--- config.mk ---
export PLATFORM = sky130hd
export DESIGN_NAME = cc_hit_data_serializer
export DESIGN_NICKNAME = d
export VERILOG_FILES = /design/src/rtl/cc_pkg.sv /design/src/rtl/cc_hit_data_serializer.sv
export SDC_FILE = /design/constraint.sdc
export NUM_CORES = 1
export LEC_CHECK = 0
export CELL_PAD_IN_SITES_DETAIL_PLACEMENT = 2
export CELL_PAD_IN_SITES_GLOBAL_PLACEMENT = 2
export CORE_MARGIN = 2
export CORE_UTILIZATION = 30
export DETAILED_ROUTE_END_ITERATION = 6
export GPL_ROUTABILITY_DRIVEN = 0
export PLACE_DENSITY_LB_ADDON = 0.2
export SLEW_MARGIN = 20
export SYNTH_ARGS = -nofsm -noshare
export SYNTH_HDL_FRONTEND = slang
export SYNTH_SLANG_ARGS = --single-unit
export TNS_END_PERCENT = 30
--- constraint.sdc ---
create_clock -name clk -period 2.89 [get_ports clk]
set_input_delay 0.4335 -clock clk [delete_from_list [all_inputs] [get_ports clk]]
set_output_delay 0.4335 -clock clk [all_outputs]
set_load 0.1 [all_outputs]
--- src/rtl/cc_pkg.sv ---
// Shared cache-controller types: hit FIFO entry layout, R-burst geometry and serializer states.
package cc_pkg;

  localparam int unsigned CC_BEAT_W = 64;
  localparam int unsigned CC_LINE_W = 512;
  localparam int unsigned CC_OFS_W  = 6;
  localparam int unsigned CC_BEATS  = CC_LINE_W / CC_BEAT_W;

  typedef struct packed {
    logic [CC_OFS_W-1:0]  ofs;
    logic [CC_LINE_W-1:0] line;
  } cc_hit_entry_t;

  typedef enum logic {
    IDLE = 1'b0,
    SEND = 1'b1
  } cc_state_t;

endpackage

--- src/rtl/cc_hit_data_serializer.sv ---
// Pops one hit entry from the hit data FIFO and replays it as an 8-beat,
// critical-word-first, wrapping R burst toward the reorder stage.
module cc_hit_data_serializer
  import cc_pkg::*;
#(
  parameter int unsigned DATA_WIDTH   = 64,
  parameter int unsigned LINE_WIDTH   = 512,
  parameter int unsigned OFFSET_WIDTH = 6
) (
  input  logic                               clk,
  input  logic                               rst_n,
  input  logic                               fifo_empty_i,
  input  logic                               fifo_aempty_i,
  input  logic [LINE_WIDTH+OFFSET_WIDTH-1:0] fifo_rdata_i,
  output logic                               fifo_rden_o,
  output logic [DATA_WIDTH-1:0]              rdata_o,
  output logic                               rlast_o,
  output logic                               rvalid_o,
  input  logic                               rready_i
);

  localparam int unsigned BEATS  = LINE_WIDTH / DATA_WIDTH;
  localparam int unsigned IDX_W  = $clog2(BEATS);
  localparam int unsigned BYTE_W = $clog2(DATA_WIDTH / 8);

  cc_state_t             state_q;
  logic [LINE_WIDTH-1:0] line_q;
  logic [IDX_W-1:0]      widx_q;
  logic [IDX_W-1:0]      bcnt_q;

  cc_hit_entry_t         entry;
  logic                  hs;
  logic                  last_hs;
  logic                  load_en;
  logic [LINE_WIDTH-1:0] sel_line;
  logic [IDX_W-1:0]      sel_idx;
  logic [DATA_WIDTH-1:0] beat_d;
  logic                  unused_bits;

  assign entry       = fifo_rdata_i;
  assign unused_bits = ^{fifo_aempty_i, entry.ofs[BYTE_W-1:0]};

  assign hs      = rvalid_o && rready_i;
  assign last_hs = hs && rlast_o;
  // Gated by rst_n so nothing is popped while reset is held.
  assign load_en = rst_n && !fifo_empty_i &&
                   (state_q == IDLE || (state_q == SEND && last_hs));
  assign fifo_rden_o = load_en;

  // Registered beat source: the fresh entry on load, else the next wrapped word.
  always_comb begin
    sel_line = line_q;
    sel_idx  = widx_q + IDX_W'(1);
    if (load_en) begin
      sel_line = entry.line;
      sel_idx  = entry.ofs[BYTE_W +: IDX_W];
    end
    beat_d = sel_line[sel_idx*DATA_WIDTH +: DATA_WIDTH];
  end

  always_ff @(posedge clk) begin
    if (!rst_n) begin
      state_q  <= IDLE;
      line_q   <= '0;
      widx_q   <= '0;
      bcnt_q   <= '0;
      rvalid_o <= 1'b0;
      rlast_o  <= 1'b0;
      rdata_o  <= '0;
    end else if (load_en) begin
      state_q  <= SEND;
      line_q   <= entry.line;
      widx_q   <= entry.ofs[BYTE_W +: IDX_W];
      bcnt_q   <= '0;
      rvalid_o <= 1'b1;
      rlast_o  <= 1'b0;
      rdata_o  <= beat_d;
    end else if (last_hs) begin
      state_q  <= IDLE;
      rvalid_o <= 1'b0;
      rlast_o  <= 1'b0;
    end else if (hs) begin
      widx_q  <= widx_q + IDX_W'(1);
      bcnt_q  <= bcnt_q + IDX_W'(1);
      rdata_o <= beat_d;
      rlast_o <= (bcnt_q == IDX_W'(BEATS - 2));
    end
  end

endmodule

Word-level counts from Yosys, hierarchy flattened --
Cells that the tools add are included.
Storage, ports and cells: bits in registers 584, bits in latches 0, bits in writable memories 0, bits in read-only memories 0, input port bits 523, output and inout port bits 67, logic and storage cells 37, memories 0
Cells by class: add/subtract/negate cells 2, multiply operators 0, divide/modulo/power cells 0, $lt $le $gt $ge 0, equal/unequal tests 2, shifts and indexed selects 1, multiplexer cells 10, bitwise logic cells 3, reductions and logical operators 13
Operators by type and width (count):
- two-way mux 512 bit | 1
- variable part select 512 x 10 -> 64 bit | 1
- two-way mux 64 bit | 3
- two-way mux 3 bit | 4
- adder 3 x 1 -> 3 bit (second input constant) | 2
- logical AND 1 bit | 5
- AND reduction 2 bit | 2
- nonzero test 2 bit | 2
- == test 3 bit (second input constant) | 1
- NOT 1 bit | 3
- OR reduction 3 bit | 1
- two-way mux 1 bit | 2
- != test 2 bit (second input constant) | 1
- OR reduction 2 bit | 1
- zero test 1 bit | 1
- logical OR 1 bit | 1

Depth between registers and ports, before layout --
Gate-level depths: netlist (run 1).
depth after elaboration 10, gate-level depth with buffers 10, depth with buffers taken out 6

Least setup slack after synthesis (run 1) --
OpenSTA, ideal clock, no wires.
kind reg-to-output, start register rlast_o, end output fifo_rden_o, arrival 2334 ps, required time 2457 ps, slack 123 ps, stages on the path, launching flop included 8, cell sequence dfxtp_1 -> a21boi_2 -> nand2b_1 -> buf_4 -> inv_2 -> buf_6 -> buf_4 -> buf_2
Between the ends: word-level cells in the longest chain between the ends 4
RTL lines:
- start, declared | line cc_hit_data_serializer.sv:17 | output logic rlast_o,
- start signal, assigned | line cc_hit_data_serializer.sv:86 | rlast_o <= (bcnt_q == IDX_W'(BEATS - 2));
- logical AND 1 bit | line cc_hit_data_serializer.sv:44 | assign last_hs = hs && rlast_o;
- logical AND 1 bit | line cc_hit_data_serializer.sv:47 | (state_q == IDLE || (state_q == SEND && last_hs));
- logical OR 1 bit | line cc_hit_data_serializer.sv:47
- logical AND 1 bit | line cc_hit_data_serializer.sv:46 | assign load_en = rst_n && !fifo_empty_i &&
- end, declared | line cc_hit_data_serializer.sv:15 | output logic fifo_rden_o,
Every way passes these cells.

Worst setup path in the final report (run 1) --
start input rst_n, end output fifo_rden_o
Between the ends: word-level cells in the longest chain between the ends 2
RTL lines:
- start, declared | line cc_hit_data_serializer.sv:11 | input logic rst_n,
- logical AND 1 bit (2 in series) | line cc_hit_data_serializer.sv:46
Every way passes these cells.

==> run_results.csv, run 1 <==
group,metric,value,unit
clocking,cts_max_level,3,
floorplan,chipWidth,309.4,um
clocking,postCtsResizedCells,0,
global_route,grt_start_max_net_pins,123,
clocking,post_cts_buffers,0,
yosys,netlist_instances,3291,
layout,ff_latch_area,0.01170,mm2
setup_path,path_cells,"clkdlybuf4s50_1 > nor2b_1 > nand2b_4 > inv_8 > buf_12 > buf_12",
timing,relSlewSlack,51.14,%
timing,rsz0062_at_grt,"no",
layout,drive_above_1_share,12.64,%
place,dp_slack,126.4,ps
clocking,cts_buffers,74,
timing,skew,25.48,ps
floorplan,core.rowCount,112,
clocking,clk_pin_slew,60,ps
setup_path,endpoint_kind,"output port",
global_route,track_usage,25.04,%
clocking,cts_sinks,584,
yosys,synthFlopType,"dfxtp_1",
timing,whs,381.2,ps
setup_path,arrival,2230,ps
yosys,synth_fp_nets,3817,
floorplan,chipHeight,309.4,um
global_route,grt_pass1_wl,182.6,mm
yosys,synth_sequential_area_ratio,41.78,%
setup_path,critPathTopFamily,"buffers and inverters",
floorplan,io_pins,590,
yosys,yosysWarnings,0,
detailed_routing,routed_wl,121.7,mm
timing,hold_viol,0,
timing,post-route-min-period,2664,ps
detailed_routing,ant_nets,0,
clocking,cts_tree,"done",
yosys,synth_enable_flop_cells,0,
setup_path,critPathLaunchType,"input pin",
timing,setup-tns-final,0,ps
setup_path,critPathKind,"in2out",
setup_path,critPathMaxStageDelay,570,ps
yosys,async_reset_ff_share,0,%
setup_path,cpMostUsedCell,"buf_12",
setup_path,worstPathRequired,2460,ps
status,status,"complete, no violations",
timing,fmax,375.4,MHz
clocking,cts-root-buf,"clkbuf_16",
detailed_routing,wl_per_cell,23.91,um
detailed_routing,post-route-drc-count,0,
layout,multi_input_area,0.01489,mm2
clocking,ctsHoldBuffers,0,
clocking,clk_latency,630,ps
place,portBuffers,585,
floorplan,core-area,0.09291,mm2
detailed_routing,vias,26920,
floorplan,start_util,30.12,%
timing,slew_viol_final,0,
floorplan,die_area,0.09573,mm2
global_route,grt_pass1_vias,29310,
worst_hold_path,hp-class,"in2reg",
setup_path,cp_slowest_cell,"clkdlybuf4s50_1",
setup_path,critPathMaxFanout,29,
yosys,synth.lib_cells_used.distinct,40,
power,power_density,579.9,mW/mm2
layout,syn2layout_area_growth,35.38,%
yosys,avgSynthCellArea,8.503,um2
layout,nets,4306,
yosys,netlist_area,0.02798,mm2
timing,setup_ws,225.9,ps
layout,final_core_util,40.77,%
global_route,antenna_found_initial,13,
power,ir_drop,340.6,uV
detailed_routing,drtIter0Drc,1395,
detailed_routing,viasPerCell,5.289,
job,max_cap_viol_count,0,
timing,finalSetupViolCount,0,
clocking,clock_path_buffers,3,
setup_path,cp_num_buf_inv,4,
power,cellLeakagePower,13.03,nW
detailed_routing,first_pass_iters,5,
yosys,ys_ff_latch,584,
timing,worstMarginPinSlew,732.8,ps
global_route,grt-ovfl-total,0,
timing,period_share,92.18,%
layout,fill_cells,10310,
place,dp_hpwl,84.32,mm
==> sequential cells by signal (all words and copies together), names as in the netlist <==
name     flops
bcnt_q       3
line_q     512
rdata_o     64
rlast_o      1
state_q      1
widx_q       3
==> layer usage <==
layer,global-route usage (%),part of all wire (%),vias to the layer above
met3,4.153,4.4,179
met1,31.40,43,13570
met4,7.293,2.7,12
li1,-,-,12560
met2,44.02,50,598
met5,0,0.068,-
==> where the power goes <==
group          internal, mW  total, mW  switching (mW)  leakage, nW
Combinational          1.76       4.13            2.36         7.09
Clock                  5.53       9.23            3.70         1.18
Sequential             8.42       8.61           0.193         4.76
Total                  15.7       22.0            6.25         13.0
==> worst min-delay path, stage by stage <==
cell	delay [ps]
clkdlybuf4s50_1	410
nand2_1	60
a21oi_1	50
==> worst paths after layout <==
kind                                         from          end  slack [ps]  depth (start not counted)
worst max-delay path                        rst_n  fifo_rden_o         230                          6
worst min-delay path            fifo_rdata_i[492]  line_q[492]         380                          3
worst max register to register          widx_q[0]   rdata_o[6]         510                          5
worst min register to register        line_q[443]  line_q[443]         450                          2
==> cells in the mapped netlist (all sizes together), types with 3 or more instances <==
| master | n | area, um2 |
|---|---|---|
| nand2 | 1032 | 3874 |
| dfxtp | 584 | 11690 |
| a21oi | 551 | 2758 |
| buf | 173 | 972.2 |
| nor2b | 133 | 832.1 |
| a211oi | 129 | 968.4 |
| clkbuf | 129 | 484.2 |
| mux4 | 128 | 2883 |
| mux2i | 98 | 980.9 |
| a22oi | 95 | 718.2 |
| a31oi | 63 | 394.1 |
| o32a | 63 | 630.6 |
| nor2 | 45 | 178.9 |
| mux2 | 29 | 326.6 |
| inv | 6 | 22.52 |
| nor3 | 6 | 40.04 |
| o21ai | 5 | 32.53 |
| ha | 3 | 37.54 |
| xnor2 | 3 | 26.28 |
==> per-stage QoR <==
stage          power (mW)  cell area [um2]  std cells
5_1_grt             22.90            37880       5089
6_report            21.97            37880       5090
4_1_cts             22.26            37860       5083
3_5_place_dp        12.93            35480       4958
2_1_floorplan       10.97            27980       3291
3_3_place_gp        12.87            35480       4958
==> cell type report <==
cell class / count / share of cell area, %
Multi-Input combinational cell: 2399 / 39.31
Timing Repair Buffer: 715 / 19.23
Clock inverter: 13 / 0.3336
Clock buffer: 112 / 5.965
Antenna cell: 7 / 0.04624
Sequential cell: 584 / 30.87
Tap cell: 1254 / 4.142
Inverter: 6 / 0.09909
==> placed cells by master, fill, tap and decap left out, drive strengths merged, types with 2 or more instances in the layout <==
master,count
nor3,6
buf,199
mux2,29
inv,6
diode,7
a211oi,129
and2,2
nor2b,133
o21ai,5
a21o,2
a21oi,551
xnor2,3
dfxtp,584
a22oi,95
clkinv,11
ha,3
clkdlybuf4s50,516
o32a,63
clkbuf,112
nand2,1032
mux4,128
nor2,45
bufinv,2
a31oi,63
nand2b,2
mux2i,98
==> cells by family (layout without fill, tap and decap cells) <==
logic type                 after synthesis  after routing  share of synthesized area, %
AOI/OAI and AO/OA                      914            914                         19.89
muxes                                  255            255                         14.97
xor gates and xnor gates                 4              4                        0.1252
adders and majority gates                3              3                        0.1342
buffers and inverters                  308            846                         5.285
other                                    0              7                             0
and+or+nand+nor                       1223           1223                         17.81
DFF                                    584            584                         41.78
Note: power is estimated with default switching activity, not from simulation.
==> run 2: changes to the inputs <==
- clock period: 2.89 -> 2.81 ns (I/O delays scaled with it)
==> run 2 against run 1 <==
Net effect:
- wire length hardly changed
- highest routed layer unchanged
- combinational power is 5% higher
- clock-buffer cell count down 6
- critical path depth decreased by 1
- core utilization is 0.20 points higher
- clock skew hardly changed
- critical path type is now reg2out
- hold slack worse by 6.9 ps
- register-to-register slack is essentially flat
- cell area increased by 0.50%
- clock power increased by 2%
==> run_results.csv, run 2 (same netlist as run 1, synthesis figures left out) <==
group,metric,value,unit
status,status,"complete, no violations",
place,portBuffers,585,
clocking,ctsHoldBuffers,0,
setup_path,critPathMaxFanout,43,
clocking,cts_buffers,72,
timing,period_share,91.15,%
timing,setup-tns-final,0,ps
layout,final_cell_mix,"nand2_1, dfxtp_1, a21oi_1",
setup_path,reg2reg_from,"widx_q[0]",
floorplan,core.rowCount,112,
place,post_dp_cell_area,0.03573,mm2
worst_hold_path,hold_path_depth,3,
detailed_routing,viasPerCell,5.275,
clocking,clk_latency,620,ps
floorplan,chipWidth,309.4,um
place,dp_hpwl,86.00,mm
layout,nets,4327,
setup_path,worstPathRequired,2390,ps
floorplan,io_pins,590,
job,max_cap_viol_count,0,
clocking,cts_tree,"done",
timing,slew_viol_final,0,
global_route,grt_pass1_vias,29340,
clocking,cts_max_level,3,
timing,hold_viol,0,
floorplan,chipHeight,309.4,um
layout,fill_cells,10210,
detailed_routing,ant_nets,0,
global_route,grt_busiest_layer,"met2",
timing,setup_ws,248.8,ps
layout,multi_input_area,0.01489,mm2
setup_path,endpoint_kind,"output port",
timing,worstMarginPinSlew,596.7,ps
setup_path,reg2reg_to,"rdata_o[7]",
setup_path,cp_num_buf_inv,3,
layout,top_register,"line_q",
layout,ff_latch_area,0.01170,mm2
global_route,grt_use_met3,3.853,%
setup_path,arrival,2140,ps
place,dp_slack,103.5,ps
detailed_routing,wl_per_cell,23.82,um
global_route,grt_util_met1,30.62,%
detailed_routing,post-route-drc-count,0,
floorplan,start_util,30.12,%
timing,fmax,390.4,MHz
floorplan,die_area,0.09573,mm2
setup_path,cp_slowest_cell,"dfxtp_1",
timing,post-route-min-period,2561,ps
clocking,clock_path_buffers,3,
power,power_density,592.8,mW/mm2
global_route,antenna_found_initial,19,
layout,drive_above_1_share,13.00,%
global_route,grt_start_max_net_pins,124,
detailed_routing,vias,26980,
setup_path,critPathKind,"reg2out",
setup_path,cpMostUsedCell,"buf_12",
timing,skew,25.08,ps
global_route,track_usage,24.84,%
global_route,met2_usage,43.38,%
detailed_routing,first_pass_iters,4,
timing,rsz0062_at_grt,"no",
clocking,cts-root-buf,"clkbuf_16",
setup_path,reg2reg_depth,6,
setup_path,critPathMaxStageDelay,470,ps
worst_hold_path,hold_end,"line_q[412]",
floorplan,core-area,0.09291,mm2
worst_hold_path,hp-class,"in2reg",
clocking,cts_sinks,584,
setup_path,rrSetupSlack,500,ps
clocking,post_cts_buffers,0,
clocking,clk_pin_slew,60,ps
setup_path,path_cells,"a21boi_2 > nand2b_4 > inv_8 > buf_12 > buf_12",
layout,largestRegisters,"line_q: 512 flops, rdata_o: 64 flops",
clocking,postCtsResizedCells,0,
global_route,grt_pass1_wl,181.0,mm
power,cellLeakagePower,13.13,nW
timing,relSlewSlack,60.22,%
layout,mostFrequentLayoutCell,"nand2_1",
setup_path,critPathLaunchType,"flop",
power,ir_drop,369.0,uV
timing,finalSetupViolCount,0,
global_route,grt-ovfl-total,0,
detailed_routing,drtIter0Drc,1443,
layout,design_area,0.03807,mm2
setup_path,critPathTopFamily,"buffers and inverters",
detailed_routing,routed_wl,121.8,mm
layout,syn2layout_area_growth,36.05,%
layout,largest_register_ffs,512,
worst_hold_path,min_from,"fifo_rdata_i[412]",
==> run 2: worst max-delay path by stage <==
stage          slack, ps  depth (start not counted)      from     endpoint
6_report             250                          5   state_q  fifo_rden_o
5_1_grt              150                          5   state_q  fifo_rden_o
4_1_cts              200                          5   state_q  fifo_rden_o
3_5_place_dp         100                          9  rready_i  rdata_o[39]
3_3_place_gp         150                          9  rready_i  rdata_o[39]
2_1_floorplan         50                          7   rlast_o  fifo_rden_o
==> run 2: worst reg2reg max path: cells and delay by family (launching register included) <==
kind                     cells  cell delay [ps]
adder cells (fa/ha/maj)      1              480
buffers and inverters        2              510
flip-flops                   1              360
multiplexers                 1              520
AO/OA/AOI/OAI                2              310
==> run 2: final cells by class <==
| type | instances | area share (%) |
|---|---|---|
| multi-input combinational | 2399 | 39.12 |
| tap | 1254 | 4.121 |
| timing repair buffer | 738 | 19.78 |
| clock buffer | 106 | 5.574 |
| inverter | 6 | 0.09860 |
| antenna | 14 | 0.09202 |
| sequential | 584 | 30.72 |
| clock inverter | 13 | 0.4930 |
==> run 2: power by group <==
part / switching [mW] / total (mW) / internal [mW]
Sequential: 0.201 / 8.86 / 8.65
Clock: 3.83 / 9.40 / 5.57
Combinational: 2.45 / 4.32 / 1.87
==> run 2: routing by layer <==
| metal | vias to the layer above | wire [um] |
|---|---|---|
| met2 | 558 | 60480 |
| met4 | 14 | 4246 |
| met1 | 13600 | 52190 |
| li1 | 12600 | - |
| met5 | - | 91 |
| met3 | 199 | 4829 |
==> run 2: stage by stage <==
step                hold slack, ps  total power [mW]  cells  utilization (%)
detailed placement           445.4             13.37   4981            38.45
CTS                          330.4             22.84   5100            40.94
floorplan                    431.8             11.29   3291                -
finish                       374.3             22.57   5114            40.98
global route                 374.1             23.43   5114            40.98
global placement             438.4             13.30   4981            38.45
==> run 3: changes to the inputs <==
- CORE_UTILIZATION: 30 -> 38
- DONT_BUFFER_PORTS: default -> 1
- clock period: 2.81 -> 2.7 ns (I/O delays scaled with it)
==> run 3 against run 2 <==
Net effect:
- clock skew increased by 13 ps
- sequential power increased by 7.1%
- die area decreased by 21%
- hold slack got worse by 260 ps
- flip-flop and latch count unchanged
- first-iteration DRC count increased by 79%
- critical path depth unchanged
- largest power group unchanged
==> run_results.csv, run 3 (same netlist as run 1, synthesis figures left out) <==
group,metric,value,unit
status,status,"complete, no violations",
floorplan,io_pins,590,
clocking,clock_path_buffers,3,
timing,slew_viol_final,0,
setup_path,endpoint_kind,"output port",
place,dp_hpwl,76.66,mm
detailed_routing,viasPerCell,6.466,
timing,finalSetupViolCount,0,
timing,post-route-min-period,2628,ps
detailed_routing,post-route-drc-count,0,
timing,skew,37.72,ps
global_route,grt_start_max_net_pins,258,
power,cellLeakagePower,12.62,nW
worst_hold_path,hold_path_depth,3,
timing,whs,115.1,ps
global_route,grt_pass1_wl,235.0,mm
clocking,clk_latency,630,ps
floorplan,core-area,0.07296,mm2
place,post_dp_cell_area,0.02922,mm2
global_route,track_usage,41.79,%
setup_path,reg2reg_depth,6,
clocking,cts_sinks,584,
timing,fmax,380.6,MHz
layout,drive_above_1_share,10.75,%
timing,setup-tns-final,0,ps
layout,top_register,"line_q",
floorplan,core.rowCount,99,
detailed_routing,drtIter0Drc,2582,
global_route,grt-ovfl-total,0,
layout,mostFrequentLayoutCell,"nand2_1",
power,ir_drop,644.4,uV
clocking,cts-root-buf,"clkbuf_16",
setup_path,arrival,2220,ps
detailed_routing,ant_nets,0,
layout,largestRegisters,"line_q: 512 flops, rdata_o: 64 flops",
setup_path,reg2reg_to,"rdata_o[52]",
setup_path,critPathKind,"reg2out",
floorplan,start_util,38.35,%
clocking,cts_tree,"done",
worst_hold_path,min_from,"rready_i",
setup_path,worstPathRequired,2300,ps
global_route,antenna_found_initial,35,
place,portBuffers,0,
floorplan,chipWidth,275.4,um
clocking,clk_pin_slew,60,ps
global_route,grt_pass1_vias,35040,
job,max_cap_viol_count,0,
detailed_routing,vias,30850,
setup_path,critPathLaunchType,"flop",
detailed_routing,first_pass_iters,5,
setup_path,reg2reg_from,"widx_q[0]",
setup_path,critPathMaxFanout,34,
layout,final_core_util,50.32,%
worst_hold_path,hp-class,"in2reg",
floorplan,die_area,0.07582,mm2
timing,hold_viol,0,
worst_hold_path,hold_end,"state_q",
timing,worstMarginPinSlew,1115,ps
detailed_routing,routed_wl,166.2,mm
layout,largest_register_ffs,512,
power,power_density,632.4,mW/mm2
layout,nets,4230,
layout,final_cell_mix,"nand2_1, dfxtp_1, a21oi_1",
detailed_routing,wl_per_cell,34.85,um
clocking,post_cts_buffers,0,
timing,rsz0062_at_grt,"no",
power,power.total,23.22,mW
layout,syn2layout_area_growth,31.19,%
layout,fill_cells,7571,
timing,relSlewSlack,25.54,%
clocking,cts_max_level,3,
clocking,cts_buffers,69,
timing,period_share,97.32,%
layout,design_area,0.03671,mm2
floorplan,chipHeight,275.4,um
setup_path,rrSetupSlack,190,ps
-- run 3: changes by cell type in the layout (fill, tap and decap cells not counted), moves of 3 or more --
| cell | delta |
|---|---|
| clkinvlp_4 | +3 |
| clkbuf_16 | -3 |
| diode_2 | +48 |
| clkdlybuf4s50_1 | -516 |
| buf_4 | -68 |
| clkbuf_1 | +4 |
| dlygate4sd3_1 | +514 |
| clkinv_2 | -4 |
| buf_12 | -22 |
-- run 3: through the flow --
step | instances | setup WS, ps
after floorplan | 3291 | 31.15
final | 4771 | 72.24
after global routing | 4750 | 7.818
after global placement | 4078 | 487.4
after detailed placement | 4078 | 415.7
after CTS | 4709 | 67.58
-- run 3: worst max path at each step --
stage	from	end
2_1_floorplan	state_q	fifo_rden_o
3_3_place_gp	widx_q[0]	rdata_o[3]
3_5_place_dp	widx_q[0]	rdata_o[3]
4_1_cts	state_q	fifo_rden_o
5_1_grt	state_q	fifo_rden_o
6_report	state_q	fifo_rden_o
-- run 3: timing repair --
action,4_1_cts,5_1_grt
resized for setup,0,0
endpoints found under the hold margin,515,0
hold buffers,514,0
-- run 3: final cells by class --
| class | instances | area [um2] | share of cell area (%) |
|---|---|---|---|
| repair buffers | 644 | 6534 | 17.80 |
| well taps | 959 | 1200 | 3.269 |
| flip-flops and latches | 584 | 11700 | 31.86 |
| inverters | 6 | 37.54 | 0.1022 |
| clock inverters | 11 | 146.4 | 0.3988 |
| multi-input cells | 2399 | 14890 | 40.57 |
| clock buffers | 106 | 2048 | 5.579 |
| diodes | 62 | 155.1 | 0.4226 |
-- run 3: power by group --
group          switching [mW]  leakage [nW]  internal, mW
registers               0.487          4.76          9.00
logic                    2.37          6.80          1.63
clock network            4.30          1.06          5.43
total                    7.15          12.6          16.1
-- run 3: layer usage --
metal | GRT usage [%] | vias up | wire length [um]
met5 | 0 | - | 109
met4 | 34.45 | 18 | 14900
met3 | 12.57 | 982 | 13920
met2 | 71.40 | 1928 | 80920
met1 | 42.13 | 15450 | 56400
li1 | - | 12470 | -
-- run 3: worst max-delay path: stages, from the launching register on --
cell and delay (ps):
dfxtp_1 380, a21boi_2 200, nand2b_4 180, inv_8 300, buf_12 260, buf_12 220
